## src/rtl/hazard_ctrl_pkg.sv

```systemverilog
// Shared definitions for the pipeline hazard controller and the Control decoder.
package hazard_ctrl_pkg;

    // Memory-handshake FSM states.
    typedef enum logic {
        RUN      = 1'b0,
        MEM_WAIT = 1'b1
    } state_t;

    // Opcodes shared with the Control decoder.
    localparam logic [6:0] OPC_LOAD   = 7'b0000011;
    localparam logic [6:0] OPC_STORE  = 7'b0100011;
    localparam logic [6:0] OPC_BRANCH = 7'b1100011;

endpackage

```

## src/rtl/sat_counter.sv

```systemverilog
// Saturating up-counter: sticks at all-ones instead of wrapping.
module sat_counter #(
    parameter int W = 16
) (
    input  logic         clk_i,
    input  logic         rst_i,
    input  logic         inc,
    output logic [W-1:0] count
);

    // Count up on inc until the counter is full.
    // NOTE: sequential state is assigned with <= so every flop samples pre-edge values.
    always_ff @(posedge clk_i or negedge rst_i) begin
        if (!rst_i) begin
            count <= '0;
        end else if (inc && (count != '1)) begin
            count <= count + W'(1);
        end
    end

endmodule

```

## src/rtl/hazard_ctrl.sv

```systemverilog
// Pipeline hazard controller: load-use bubbles, taken-branch flushes and a
// whole-pipeline freeze while data memory is busy, with saturating counters.
module hazard_ctrl
    import hazard_ctrl_pkg::*;
#(
    parameter int CNT_W       = 16,
    parameter int MEM_TIMEOUT = 64
) (
    input  logic             clk_i,
    input  logic             rst_i,
    input  logic [4:0]       ifid_rs1_i,
    input  logic [4:0]       ifid_rs2_i,
    input  logic             idex_memread_i,
    input  logic [4:0]       idex_rd_i,
    input  logic             branch_taken_i,
    input  logic             mem_req_i,
    input  logic             mem_ack_i,
    output logic             NoOp_o,
    output logic             Stall_o,
    output logic             PCWrite_o,
    output logic             Flush_o,
    output logic             Hold_o,
    output logic             err_o,
    output logic [CNT_W-1:0] bubble_cnt_o,
    output logic [CNT_W-1:0] flush_cnt_o,
    output logic [CNT_W-1:0] wait_cnt_o
);

    // Wide enough to hold the value MEM_TIMEOUT itself.
    localparam int TW = $clog2(MEM_TIMEOUT + 1);

    state_t        state, state_next;
    logic [TW-1:0] tcnt, tcnt_next;
    logic          err, err_next;
    logic          lu;
    logic          timeout_hit;
    logic          mem_hold;

    // A load in EX writing a register that ID reads; x0 is never a real dependency.
    assign lu = idex_memread_i && (idex_rd_i != 5'd0) &&
                ((idex_rd_i == ifid_rs1_i) || (idex_rd_i == ifid_rs2_i));

    assign timeout_hit = (state == MEM_WAIT) && (tcnt == TW'(MEM_TIMEOUT));

    // Freeze request: a fresh unacknowledged access in RUN, or a pending one in MEM_WAIT.
    // NOTE: every always_comb assigns its outputs a default first so no latch is inferred.
    always_comb begin
        mem_hold = 1'b0;
        case (state)
            RUN:      mem_hold = mem_req_i && !mem_ack_i;
            MEM_WAIT: mem_hold = !mem_ack_i && !timeout_hit;
            default:  mem_hold = 1'b0;
        endcase
    end

    // Next-state logic for the memory handshake and its timeout watchdog.
    always_comb begin
        state_next = state;
        tcnt_next  = tcnt;
        err_next   = err;
        case (state)
            RUN: begin
                tcnt_next = '0;
                if (mem_req_i && !mem_ack_i) begin
                    state_next = MEM_WAIT;
                    tcnt_next  = TW'(1);
                end
            end
            MEM_WAIT: begin
                if (mem_ack_i) begin
                    state_next = RUN;
                    tcnt_next  = '0;
                end else if (timeout_hit) begin
                    // Abort the access; a late ack lands in RUN and is ignored.
                    state_next = RUN;
                    tcnt_next  = '0;
                    err_next   = 1'b1;
                end else begin
                    tcnt_next = tcnt + TW'(1);
                end
            end
            default: begin
                state_next = RUN;
                tcnt_next  = '0;
            end
        endcase
    end

    // FSM state, timeout counter and sticky error flag.
    // NOTE: only control state is reset here; no memory arrays live in this block.
    always_ff @(posedge clk_i or negedge rst_i) begin
        if (!rst_i) begin
            state <= RUN;
            tcnt  <= '0;
            err   <= 1'b0;
        end else begin
            state <= state_next;
            tcnt  <= tcnt_next;
            err   <= err_next;
        end
    end

    // Pipeline control with fixed priority: hold, then load-use, then branch flush.
    // Outputs sit at their defaults while reset is asserted.
    always_comb begin
        NoOp_o    = 1'b0;
        Stall_o   = 1'b0;
        PCWrite_o = 1'b1;
        Flush_o   = 1'b0;
        Hold_o    = 1'b0;
        if (rst_i) begin
            if (mem_hold) begin
                Hold_o    = 1'b1;
                Stall_o   = 1'b1;
                PCWrite_o = 1'b0;
            end else if (lu) begin
                // Load-use wins over a taken branch: its operands are not ready yet.
                NoOp_o    = 1'b1;
                Stall_o   = 1'b1;
                PCWrite_o = 1'b0;
            end else if (branch_taken_i) begin
                Flush_o = 1'b1;
            end
        end
    end

    assign err_o = err;

    sat_counter #(.W(CNT_W)) u_bubble_cnt (
        .clk_i (clk_i),
        .rst_i (rst_i),
        .inc   (NoOp_o),
        .count (bubble_cnt_o)
    );

    sat_counter #(.W(CNT_W)) u_flush_cnt (
        .clk_i (clk_i),
        .rst_i (rst_i),
        .inc   (Flush_o),
        .count (flush_cnt_o)
    );

    sat_counter #(.W(CNT_W)) u_wait_cnt (
        .clk_i (clk_i),
        .rst_i (rst_i),
        .inc   (Hold_o),
        .count (wait_cnt_o)
    );

endmodule

```

## config.mk

```make
export PLATFORM = sky130hd
export DESIGN_NAME = hazard_ctrl
export DESIGN_NICKNAME = d
export VERILOG_FILES = /design/src/rtl/hazard_ctrl_pkg.sv /design/src/rtl/sat_counter.sv /design/src/rtl/hazard_ctrl.sv
export SDC_FILE = /design/constraint.sdc
export NUM_CORES = 1
export LEC_CHECK = 0
export CAP_MARGIN = 15
export CORE_ASPECT_RATIO = 1.25
export CORE_UTILIZATION = 45
export DETAILED_ROUTE_END_ITERATION = 6
export GPL_TIMING_DRIVEN = 1
export HOLD_SLACK_MARGIN = 0.06
export PLACE_DENSITY = 0.77
export SYNTH_ARGS = -nofsm -noshare
export SYNTH_HDL_FRONTEND = slang
export SYNTH_SLANG_ARGS = --single-unit
```

## constraint.sdc

```tcl
create_clock -name clk_i -period 3.35 [get_ports clk_i]
set_input_delay 0.335 -clock clk_i [delete_from_list [all_inputs] [get_ports clk_i]]
set_output_delay 0.335 -clock clk_i [all_outputs]
set_load 0.01 [all_outputs]
```

==> run_summary.xml, run 1 <==
<?xml version="1.0" encoding="UTF-8"?>
<metrics>
  <group name="power">
    <metric name="pwr-share-comb" unit="%">21.8</metric>
    <metric name="p_leak" unit="nW">1.72</metric>
    <metric name="pwr-share-clk" unit="%">33.8</metric>
    <metric name="finalPower" unit="mW">1.98</metric>
    <metric name="swShare" unit="%">28.1</metric>
    <metric name="seqPwrFrac" unit="%">44.4</metric>
    <metric name="vdd_ir_drop_max" unit="mV">0.426</metric>
    <metric name="total_switching_power" unit="mW">0.556</metric>
    <metric name="power_report.internal_total" unit="mW">1.43</metric>
    <metric name="powerDensity" unit="nW/µm²">504</metric>
  </group>
  <group name="synth">
    <metric name="synthFlopType" unit="">dfrtp_1</metric>
    <metric name="synth_top_area_share" unit="%">49.5</metric>
    <metric name="synthDistinctLibCells" unit="">39</metric>
    <metric name="number_of_enable_flip_flop_cells_after_synthesis" unit="">0</metric>
    <metric name="synthesis.yosys.warnings" unit="">0</metric>
    <metric name="synth_nets" unit="">301</metric>
    <metric name="synth_top_cells_by_count" unit="">57 x dfrtp_1, 29 x xnor2_1, 29 x xor2_1, 26 x nand2_1, 21 x nand3_1</metric>
    <metric name="synth.most_common_cell" unit="">dfrtp_1</metric>
    <metric name="share_of_async_settable_or_async_resettable_flops_after_synthesis" unit="%">100</metric>
    <metric name="synth-seq-cells" unit="">57</metric>
    <metric name="post-synth-top-area-cell" unit="">dfrtp_1</metric>
    <metric name="synth.area.top_cells" unit="">dfrtp_1 50%, xnor2_1 8.8%, xor2_1 8.8%</metric>
    <metric name="syn_std_cell_area" unit="µm²">2880</metric>
    <metric name="seq_area_frac_synth" unit="%">49.5</metric>
    <metric name="syn_area_per_cell" unit="µm²">10.5</metric>
    <metric name="netlist_instances" unit="">275</metric>
  </group>
  <group name="grt">
    <metric name="gr-usage-met1" unit="%">25.2</metric>
    <metric name="grt_max_degree" unit="">49</metric>
    <metric name="global_route.usage.total" unit="%">20.2</metric>
    <metric name="overflow" unit="">0</metric>
    <metric name="grt_pass1_vias" unit="">2271</metric>
    <metric name="number_of_antenna_violations_at_the_first_check_in_global_routing" unit="">0</metric>
    <metric name="grt_most_used_layer" unit="">met2</metric>
    <metric name="grt_util_met2" unit="%">32.4</metric>
    <metric name="globalRouteMet3Util" unit="%">5.99</metric>
    <metric name="grt_first_pass_wirelength" unit="µm">10400</metric>
  </group>
  <group name="drt">
    <metric name="remaining_drc_errors" unit="">0</metric>
    <metric name="detail_route.wl_per_cell" unit="µm">14.1</metric>
    <metric name="drt_first_pass_iters" unit="">5</metric>
    <metric name="antenna_violating_nets_post_route" unit="">0</metric>
    <metric name="drtIter0Drc" unit="">127</metric>
    <metric name="detail_route.vias_per_cell" unit="">5.14</metric>
    <metric name="routed_wl" unit="µm">6340</metric>
    <metric name="num_vias" unit="">2317</metric>
  </group>
  <group name="cells_and_area">
    <metric name="finalNonFillerCells" unit="">451</metric>
    <metric name="nNetsFinal" unit="">387</metric>
    <metric name="drive_above_1_share" unit="%">7.10</metric>
    <metric name="final_util" unit="%">63.9</metric>
    <metric name="area_added_between_synthesis_and_finish" unit="%">36.8</metric>
    <metric name="antenna-diode-count" unit="">0</metric>
    <metric name="layout.cell_area.non_filler" unit="µm²">3940</metric>
  </group>
  <group name="critical_path">
    <metric name="critical_path.startpoint_type" unit="">primary input</metric>
    <metric name="setup.worst_path.end_class" unit="">primary output</metric>
    <metric name="arrival" unit="ns">2.63</metric>
    <metric name="worst-setup-path-type" unit="">in -&gt; out</metric>
    <metric name="crit_top_cell" unit="">clkdlybuf4s50_1</metric>
    <metric name="slowest_delay" unit="ns">0.55</metric>
    <metric name="path_delay_family" unit="">buffers and inverters</metric>
    <metric name="worstPathBufferInverterCount" unit="">3</metric>
    <metric name="worst_ep_required_time" unit="ns">3.01</metric>
    <metric name="critical_path.max_fanout" unit="">11</metric>
    <metric name="path_cells" unit="">clkdlybuf4s50_1, or4_1, o21a_1, a211o_1, inv_1, clkdlybuf4s50_1</metric>
    <metric name="cp_slowest_cell" unit="">or4_1</metric>
  </group>
  <group name="floorplanning">
    <metric name="standard_cell_rows" unit="">32</metric>
    <metric name="floorplan.io_pins" unit="">75</metric>
    <metric name="start_util" unit="%">46.7</metric>
    <metric name="design.die.area" unit="µm²">6720</metric>
    <metric name="fp.dieH" unit="µm">91.4</metric>
    <metric name="fp.dieW" unit="µm">73.5</metric>
    <metric name="core_region_area" unit="µm²">6170</metric>
  </group>
  <group name="clock_network">
    <metric name="cts_htree_levels" unit="">3</metric>
    <metric name="worst_skew_pair.late_latency" unit="ns">0.33</metric>
    <metric name="cts_made_buffers" unit="">9</metric>
    <metric name="tritoncts" unit="">done</metric>
    <metric name="cts_max_path_buffers" unit="">2</metric>
    <metric name="ctsRootBufferMaster" unit="">clkbuf_8</metric>
    <metric name="clk_pin_slew" unit="ns">0.06</metric>
    <metric name="clock_sink_count" unit="">57</metric>
  </group>
  <group name="sta">
    <metric name="setup_tns" unit="ns">0</metric>
    <metric name="final_cycle_share" unit="%">88.4</metric>
    <metric name="hold_violations" unit="">0</metric>
    <metric name="postLayoutSetupSlackWorst" unit="ns">0.388</metric>
    <metric name="max_freq" unit="GHz">0.338</metric>
    <metric name="clock_skew" unit="ns">0.00327</metric>
    <metric name="grt_setup_unrepaired" unit="">no</metric>
    <metric name="worst_slew_margin_rel" unit="%">60.0</metric>
    <metric name="timing.final.crit_period" unit="ns">2.96</metric>
    <metric name="report.final.slew_viol_count" unit="">0</metric>
    <metric name="max_slew.worst_pin.slew" unit="ns">0.600</metric>
    <metric name="whs" unit="ns">0.438</metric>
    <metric name="setup_viol_count_final" unit="">0</metric>
  </group>
  <group name="status">
    <metric name="run_status" unit="">complete, no violations</metric>
  </group>
  <group name="place">
    <metric name="place.gp.congestion" unit="">0.804</metric>
    <metric name="post-place-ws" unit="ns">0.390</metric>
    <metric name="placedCellCount" unit="">434</metric>
    <metric name="io_buffers" unit="">74</metric>
    <metric name="post_dp_cell_area" unit="µm²">3720</metric>
    <metric name="dpl.hpwl" unit="µm">4500</metric>
  </group>
  <group name="job">
    <metric name="drv.max_cap_violation_count" unit="">0</metric>
  </group>
  <group name="hold_path">
    <metric name="hold_class" unit="">in -&gt; async</metric>
  </group>
</metrics>
registers in the layout, indices dropped and copies added, names as in the netlist:
register            count
u_wait_cnt.count       16
u_bubble_cnt.count     16
tcnt                    7
state                   1
err_o                   1
u_flush_cnt.count      16
cells by family (layout without fill, tap and decap cells):
group | after synthesis | after routing | share of synthesized area, %
AND/OR/NAND/NOR | 128 | 128 | 24.0
XOR/XNOR | 59 | 59 | 18.2
flip-flops | 57 | 57 | 49.5
buffers and inverters | 12 | 103 | 1.87
AO/OA/AOI/OAI | 11 | 11 | 3.04
adder cells (fa/ha/maj) | 5 | 5 | 2.17
multiplexers | 3 | 3 | 1.17
cells in the final DEF (no fill, tap or decap), drive strengths merged, types with 2 or more instances in the layout:
cell type	instances
clkdlybuf4s50	73
dfrtp	57
xnor2	30
xor2	29
nand2	26
nand3	21
nor2	20
nor3	15
clkbuf	14
nand4	12
inv	10
nor4	7
and4	6
and3	5
ha	5
nor2b	3
mux2	3
buf	3
or4	2
nor3b	2
a21oi	2
or4b	2
power by group through the flow:
| stage | clock network, mW | logic [mW] | registers [mW] |
|---|---|---|---|
| after global routing | 0.714 | 0.475 | 0.899 |
| after detailed placement | 0 | 0.433 | 0.890 |
| after CTS | 0.683 | 0.437 | 0.881 |
| after global placement | 0 | 0.425 | 0.888 |
| final | 0.670 | 0.431 | 0.881 |
| after floorplan | 0 | 0.157 | 0.910 |
layer usage:
metal  vias up  routed length [µm]
met5         -                   0
met4         0                  91
met3         8                 304
met2        53                3170
met1      1121                2780
li1       1135                   -
repair_timing:
action                                 CTS  global route
hold buffers                             1             0
endpoints found under the hold margin    9             0
setup buffers                            0             0
gates resized for setup                  0             0
cell type report:
class / instances / area, µm²
fillers: 524 / 2230
flip-flops and latches: 57 / 1430
multi-input cells: 206 / 1400
repair buffers: 77 / 761
clock buffers: 14 / 173
well taps: 85 / 106
inverters: 10 / 37.5
clock inverters: 2 / 35.0
path summary, 6_finish.rpt:
path                               from                      to  slack (ns)  cells after the start
hold reg to reg                   err_o                   err_o        0.49                      1
min in group clk_i                err_o                   err_o        0.49                      1
setup / recovery           idex_rd_i[1]                 Flush_o        0.39                      6
max in group asynchronous         rst_i    u_flush_cnt.count[9]        2.00                      3
hold / removal                    rst_i  u_bubble_cnt.count[14]        0.44                      2
setup reg to reg                tcnt[0]    u_wait_cnt.count[15]        0.82                      9
Note: power is estimated with default switching activity, not from simulation.
==> inputs of run 2 (changes only) <==
Settings changed: ABC_AREA from default to 0, HOLD_SLACK_MARGIN 0.06 to 0.15, SKIP_LAST_GASP from default to 1.
==> results of run 2 <==
The final DEF is identical to that of run 1; final timing and power are the same.
